**src/rtl/conv_feed_sequencer.sv**
```systemverilog
// Job sequencer in front of the convolution accelerator: streams operands into its input FIFO,
// kicks off a compute, waits for the result and hands it to the processor over valid/ready.
module conv_feed_sequencer #(
  parameter int unsigned DATA_W      = 16,
  parameter int unsigned LOAD_WORDS  = 18,
  parameter int unsigned TIMEOUT_CYC = 1024
) (
  input  logic              Clk,
  input  logic              Rst,
  input  logic              go,
  input  logic              s_valid,
  input  logic [DATA_W-1:0] s_data,
  output logic              s_ready,
  output logic [DATA_W-1:0] dataInput,
  output logic              wr,
  input  logic              FULL,
  input  logic              EMPTY,
  output logic              cStart,
  input  logic              cReady,
  input  logic [DATA_W-1:0] finalsum,
  output logic              r_valid,
  output logic [DATA_W-1:0] r_data,
  input  logic              r_ready,
  output logic              busy,
  output logic              err_timeout,
  output logic [7:0]        words_loaded,
  output logic              fifo_empty
);

  localparam int unsigned      TimerW    = $clog2(TIMEOUT_CYC);
  localparam logic [TimerW-1:0] TimerLast = TimerW'(TIMEOUT_CYC - 1);
  localparam logic [7:0]        LastWord  = 8'(LOAD_WORDS - 1);

  typedef enum logic [2:0] {
    StIdle,
    StLoad,
    StStart,
    StWait,
    StOut
  } state_e;

  state_e              r_state;
  logic [DATA_W-1:0]   r_data_in;
  logic                r_wr;
  logic                r_cstart;
  logic                r_rvalid;
  logic [DATA_W-1:0]   r_rdata;
  logic                r_err;
  logic [7:0]          r_words;
  logic                r_fifo_empty;
  logic [TimerW-1:0]   r_timer;
  logic                r_cready_prev;

  logic w_hs;
  logic w_cready_rise;

  assign s_ready       = (r_state == StLoad) && !FULL;
  assign w_hs          = s_valid && s_ready;
  // Only a fresh edge counts, so a level left high by an earlier job cannot complete this one.
  assign w_cready_rise = cReady && !r_cready_prev;

  always_ff @(posedge Clk) begin
    r_cready_prev <= cReady;
    if (!Rst) begin
      r_state      <= StIdle;
      r_data_in    <= '0;
      r_wr         <= 1'b0;
      r_cstart     <= 1'b0;
      r_rvalid     <= 1'b0;
      r_rdata      <= '0;
      r_err        <= 1'b0;
      r_words      <= '0;
      r_fifo_empty <= 1'b0;
      r_timer      <= '0;
    end else begin
      r_wr         <= 1'b0;
      r_cstart     <= 1'b0;
      r_fifo_empty <= EMPTY;
      case (r_state)
        StIdle: begin
          if (go) begin
            r_words <= '0;
            r_err   <= 1'b0;
            r_state <= StLoad;
          end
        end
        StLoad: begin
          if (w_hs) begin
            r_data_in <= s_data;
            r_wr      <= 1'b1;
            r_words   <= r_words + 8'd1;
            if (r_words == LastWord) r_state <= StStart;
          end
        end
        StStart: begin
          r_cstart <= 1'b1;
          r_timer  <= '0;
          r_state  <= StWait;
        end
        StWait: begin
          // Completion takes priority over a timeout landing in the same cycle.
          if (w_cready_rise) begin
            r_rdata  <= finalsum;
            r_rvalid <= 1'b1;
            r_state  <= StOut;
          end else if (r_timer == TimerLast) begin
            r_err   <= 1'b1;
            r_state <= StIdle;
          end else begin
            r_timer <= r_timer + TimerW'(1);
          end
        end
        StOut: begin
          if (r_ready) begin
            r_rvalid <= 1'b0;
            r_state  <= StIdle;
          end
        end
        default: r_state <= StIdle;
      endcase
    end
  end

  assign dataInput    = r_data_in;
  assign wr           = r_wr;
  assign cStart       = r_cstart;
  assign r_valid      = r_rvalid;
  assign r_data       = r_rdata;
  assign err_timeout  = r_err;
  assign words_loaded = r_words;
  assign fifo_empty   = r_fifo_empty;
  assign busy         = (r_state != StIdle);

endmodule

```
**config.mk**
```make
export PLATFORM = sky130hd
export DESIGN_NAME = conv_feed_sequencer
export DESIGN_NICKNAME = d
export VERILOG_FILES = /design/src/rtl/conv_feed_sequencer.sv
export SDC_FILE = /design/constraint.sdc
export NUM_CORES = 1
export LEC_CHECK = 0
export CORE_MARGIN = 2
export CORE_UTILIZATION = 47
export CTS_BUF_LIST = sky130_fd_sc_hd__clkbuf_8
export DETAILED_ROUTE_END_ITERATION = 7
export PLACE_DENSITY_LB_ADDON = 0.3
export SYNTH_ARGS = -nofsm -noshare
export SYNTH_HDL_FRONTEND = slang
export SYNTH_SLANG_ARGS = --single-unit
```
**constraint.sdc**
```tcl
create_clock -name Clk -period 2.1 [get_ports Clk]
set_clock_uncertainty 0.15 [all_clocks]
set_input_delay 0.42 -clock Clk [delete_from_list [all_inputs] [get_ports Clk]]
set_output_delay 0.42 -clock Clk [all_outputs]
set_load 0.05 [all_outputs]
```
After elaboration in Yosys (flattened, before gate mapping)
Cells that the tools add are included.
{"block": "totals", "elab_cells": 69, "reg_bits": 59, "input_bits": 40, "output_inout_bits": 47}
{"block": "op_classes", "muxes": 22, "n_eq_ne": 15, "n_addsub": 2, "reduce_logical": 19}
{"cell": "$mux W10", "n": 2}
{"cell": "$pmux W10 S2", "n": 1}
{"cell": "$mux W3", "n": 6}
{"cell": "$mux W8", "n": 2}
{"cell": "$pmux W8 S2", "n": 1}
{"cell": "$pmux W3 S5", "n": 1}
{"cell": "$ne A2 B2 Y1 const B", "n": 7}
{"cell": "$add A10 B1 Y10 const B", "n": 1}
{"cell": "$eq A10 B10 Y1 const B", "n": 1}
{"cell": "$reduce_and A3 Y1", "n": 3}
{"cell": "$add A8 B1 Y8 const B", "n": 1}
{"cell": "$eq A8 B5 Y1 const B", "n": 1}
{"cell": "$reduce_bool A2 Y1", "n": 4}
{"cell": "$mux W1", "n": 7}
{"cell": "$eq A3 B2 Y1 const B", "n": 2}
{"cell": "$reduce_and A2 Y1", "n": 3}
{"cell": "$reduce_and A5 Y1", "n": 1}
{"cell": "$pmux W1 S2", "n": 2}
{"cell": "$reduce_and A4 Y1", "n": 1}
{"cell": "$eq A3 B1 Y1 const B", "n": 1}
{"cell": "$eq A3 B3 Y1 const B", "n": 1}
{"cell": "$logic_and A1 B1 Y1", "n": 3}
{"cell": "$logic_not A3 Y1", "n": 1}
{"cell": "$ne A3 B3 Y1 const B", "n": 1}
{"cell": "3 further kinds", "n": 4}

Logic depth before layout (Yosys ltp)
{"block": "depth", "word_depth": 5, "ltp_mapped": 7, "ltp_nobuf": 6}

Worst setup path before layout
Ideal clock, no wire load.
{"block": "synth_path", "path_type": "reg-to-output", "startpoint": "reg r_state[2]", "endpoint": "out s_ready", "required_ns": 1.530, "stages_incl_launch_ff": 5, "t_arrival_ns": 1.426, "path_slack_ns": 0.104, "cell_sequence": "dfxtp_1 buf_6 nor2_2 nand2_1 nor2_1"}
{"block": "synth_between", "elab_chain_len": 2}
{"item": "from (decl)", "line_no": "42", "rtl": "state_e r_state;"}
{"item": "from (signal assigned)", "line_no": "65", "rtl": "r_state <= StIdle;"}
{"item": "from (signal assigned)", "line_no": "84", "rtl": "r_state <= StLoad;"}
{"item": "from (signal assigned)", "line_no": "92", "rtl": "if (r_words == LastWord) r_state <= StStart;"}
{"item": "$eq A3 B1 Y1", "line_no": "57", "rtl": "assign s_ready = (r_state == StLoad) && !FULL;"}
{"item": "$logic_and A1 B1 Y1", "line_no": "57"}
{"item": "to (decl)", "line_no": "13", "rtl": "output logic s_ready,"}
No other way between the ends.

Final worst setup path
{"block": "layout_path", "startpoint": "reg r_state[1]", "endpoint": "out busy"}
{"block": "layout_between", "elab_chain_len": 1}
{"item": "$reduce_bool A3 Y1", "line_no": "132", "rtl": "assign busy = (r_state != StIdle);"}
{"item": "to (decl)", "line_no": "24", "rtl": "output logic busy,"}
No other way between the ends.

==> results by group <==
Floorplanning
  – Core area: 5140 um2
  – Die area: 5960 um2
  – Row cnt: 26
  – Initial cell density of the core: 49.0%
  – Die Height: 77.2 um
  – Top-Level Pins: 87
  – Die W: 77.2 um

Final layout
  – Register area: 1180 um2
  – N_diodes: 0
  – Layout cells sized above 1: 14.2%
  – Multi-input gate area: 1270 um2
  – Final net count: 424
  – Commonest cells after routing, fill and taps aside: nand2_1 (79), clkdlybuf4s50_1 (62), dfxtp_1 (57), a21boi_0 (33), nor2_1 (20)
  – Leading cell type in the layout, fill and taps excluded: nand2_1
  – Synthesis-to-finish area growth: 48.0%
  – Fillers: 424

Clock network
  – CTS Buf Count: 9
  – CTS clk-pin slew, worst paths: 0.07 ns
  – Hold buffers post-CTS: 0
  – CTS tree: built
  – Clock Latency Late Sink: 0.33 ns
  – Root buffer cell: clkbuf_8
  – H-Tree Depth: 3
  – Post-CTS Setup Repair Bufs: 0
  – Clock Tree Buf Depth: 2
  – Total clock sinks: 59

Timing
  – Worst Max-Slew Pin Slew: 0.521 ns
  – Crit path time final: 2.06 ns
  – Final setup viols: 0
  – RSZ-0062 raised after global routing: false
  – Final worst path period share: 98.0%
  – Final Hold Viols: 0
  – Setup TNS: 0 ns
  – F_max: 0.486 GHz
  – Slew Viols, Final: 0
  – Worst hold margin: 0.304 ns
  – Slew Limit Headroom: 65.2%

Pwr
  – Max VDD drop: 0.000624 V
  – Lkg Pwr: 1.53 nW
  – Pwr Density: 683 nW/um2

Critical path
  – Crit-path cells: or3_2 -> buf_4
  – Crit end category: primary output
  – CP arrival: 1.49 ns
  – WS Path Type: flip-flop to primary output
  – Largest fanout on the critical path: 10
  – Worst r2r dst: err_timeout$_SDFFE_PN0P_
  – R2R cell count: 7
  – Worst reg-to-reg setup slack: 0.24 ns
  – Critical path's slowest cell: or3_2
  – WP data required: 1.53 ns
  – Cell family with most CP delay: simple AND/OR/NAND/NOR gates
  – RR Startpoint: r_timer[1]$_SDFFE_PN0P_
  – Worst setup SP type: flip-flop
  – Buffers & Inverters on Critical Path: 1
  – Crit-path max cell delay: 0.53 ns

Logic synthesis
  – Post-synthesis cell area: 2520 um2
  – Syn nets: 328
  – Register bit total from synthesis: 59
  – Register area share after synthesis: 46.9%
  – Number of synthesized flops with an enable pin: 0
  – Async S/R FF share, synth: 0%
  – Avg Synthesized Cell Area: 8.84 um2
  – Primary FF master, synth: dfxtp_1
  – Synth Warn #: 0
  – Syn Inst Count: 285
  – Synth unique cells: 49

Detailed routing
  – Via Count: 2244
  – Vias per cell: 4.92
  – Antenna Violating Nets Remaining: 0
  – Final WL: 5.65 mm
  – Initial DRC count: 127
  – First-pass DRT Iterations: 4
  – DRC: 0
  – Mean routed wirelength per cell: 12.4 um

Hold path
  – Hold Path Class: flip-flop to flip-flop
  – WHS Path Cells: 2
  – Hold EP: r_data[14]$_SDFFE_PN0N_
  – Hold Startpoint: r_data[14]$_SDFFE_PN0N_

Placement
  – Dpl hpwl: 3.94 mm
  – # port buffers: 86
  – Gpl congestion: 0.820

Global route
  – Number of global-route vias before repair: 2180
  – GRT Overall Usage: 20.6%
  – Initial antenna violation count: 0
  – Largest net degree at the start of global routing: 42
  – Grt ovf: 0
  – First-pass GRT wire length: 9.79 mm

Run status
  – Status: finished clean

Run
  – Max-capacitance violation count: 0
==> sequential cells by signal (all words and copies together), names as in the netlist <==
register and flops:
r_timer 10, dataInput 16, wr 1, r_data 16
r_cready_prev 1, cStart 1, r_state 3, err_timeout 1
words_loaded 8, r_valid 1, fifo_empty 1
==> power breakdown <==
| group | internal, mW | switching (mW) |
|---|---|---|
| clock | 0.569 | 0.436 |
| sequential | 1.15 | 0.0236 |
| combinational | 0.173 | 0.198 |
| total | 1.89 | 0.658 |
==> per-stage QoR <==
stage          area [um2]  instances  setup slack, ns  power [mW]  util, %
2_1_floorplan        2520        285            0.104        1.39        -
3_3_place_gp         3500        440          -0.0435        1.56     68.1
3_5_place_dp         3500        440           -0.100        1.57     68.1
4_1_cts              3690        456           0.0179        2.57     71.9
5_1_grt              3730        456         0.000851        2.66     72.5
6_report             3730        456           0.0414        2.55     72.5
==> metal layers <==
layer / global-route usage [%] / part of all wire [%] / vias up
met3: 10.6 / 7.9 / 5
met2: 33.8 / 48 / 61
met5: 0 / 0 / -
met1: 23.6 / 43 / 1032
met4: 5.71 / 0.92 / 0
li1: - / - / 1146
==> cell type report <==
class	instances	share of cell area [%]
inverters	2	0.201
multi-input cells	213	34.1
well taps	70	2.35
flip-flops and latches	59	31.7
clock buffers	10	3.69
repair buffers	96	26.3
clock inverters	6	1.54
==> repair_timing <==
item                                   in CTS  in global routing
gates cloned                                0                  0
endpoints found under the hold margin       0                  0
pin swaps                                   0                  0
gates resized for setup                     1                 14
setup endpoints to repair                   1                 13
==> worst reg2reg max path: cells and delay by family, from the launching register on <==
kind	cells	cell delay, ns
and+or+nand+nor	4	0.57
adders and majority gates	1	0.19
DFF	1	0.40
buffers and inverters	1	0.18
AOI/OAI and AO/OA	1	0.32
==> cells in the mapped netlist (all sizes together) (4+ instances only) <==
library cell / count / area (um2)
nor2: 22 / 92.6
o21ai: 4 / 20.0
dfxtp: 59 / 1180
nand4: 5 / 37.5
or3: 6 / 43.8
nor3: 7 / 51.3
xor2: 7 / 61.3
xnor2: 6 / 52.6
buf: 6 / 43.8
clkbuf: 5 / 18.8
nand2: 80 / 303
a21oi: 5 / 28.8
nor2b: 4 / 25.0
a21boi: 35 / 267
==> kinds of logic (layout without fill, tap and decap cells) <==
| logic type | Yosys count | count (layout) | share of synthesized area, % |
|---|---|---|---|
| AO/OA/AOI/OAI | 54 | 54 | 15.5 |
| XOR/XNOR | 13 | 13 | 4.52 |
| adder cells (fa/ha/maj) | 3 | 3 | 1.49 |
| buffers and inverters | 13 | 114 | 2.78 |
| flip-flops | 59 | 59 | 46.9 |
| multiplexers | 1 | 1 | 0.397 |
| AND/OR/NAND/NOR | 142 | 142 | 28.4 |
==> worst max-delay path by stage <==
stage,cells past startpoint,end,slack [ns],start
after global routing,1,dataInput[9],0.0009,dataInput[9]$_SDFFE_PN0P_
after global placement,7,err_timeout$_SDFFE_PN0P_,-0.04,go
after CTS,1,r_data[12],0.02,r_data[12]$_SDFFE_PN0N_
after floorplan,4,s_ready,0.10,r_state[2]$_SDFFE_PN0P_
final,2,busy,0.04,r_state[1]$_SDFFE_PN0P_
after detailed placement,6,r_data[15]$_SDFFE_PN0N_,-0.10,cReady
Power figures use the tool's default switching activity.
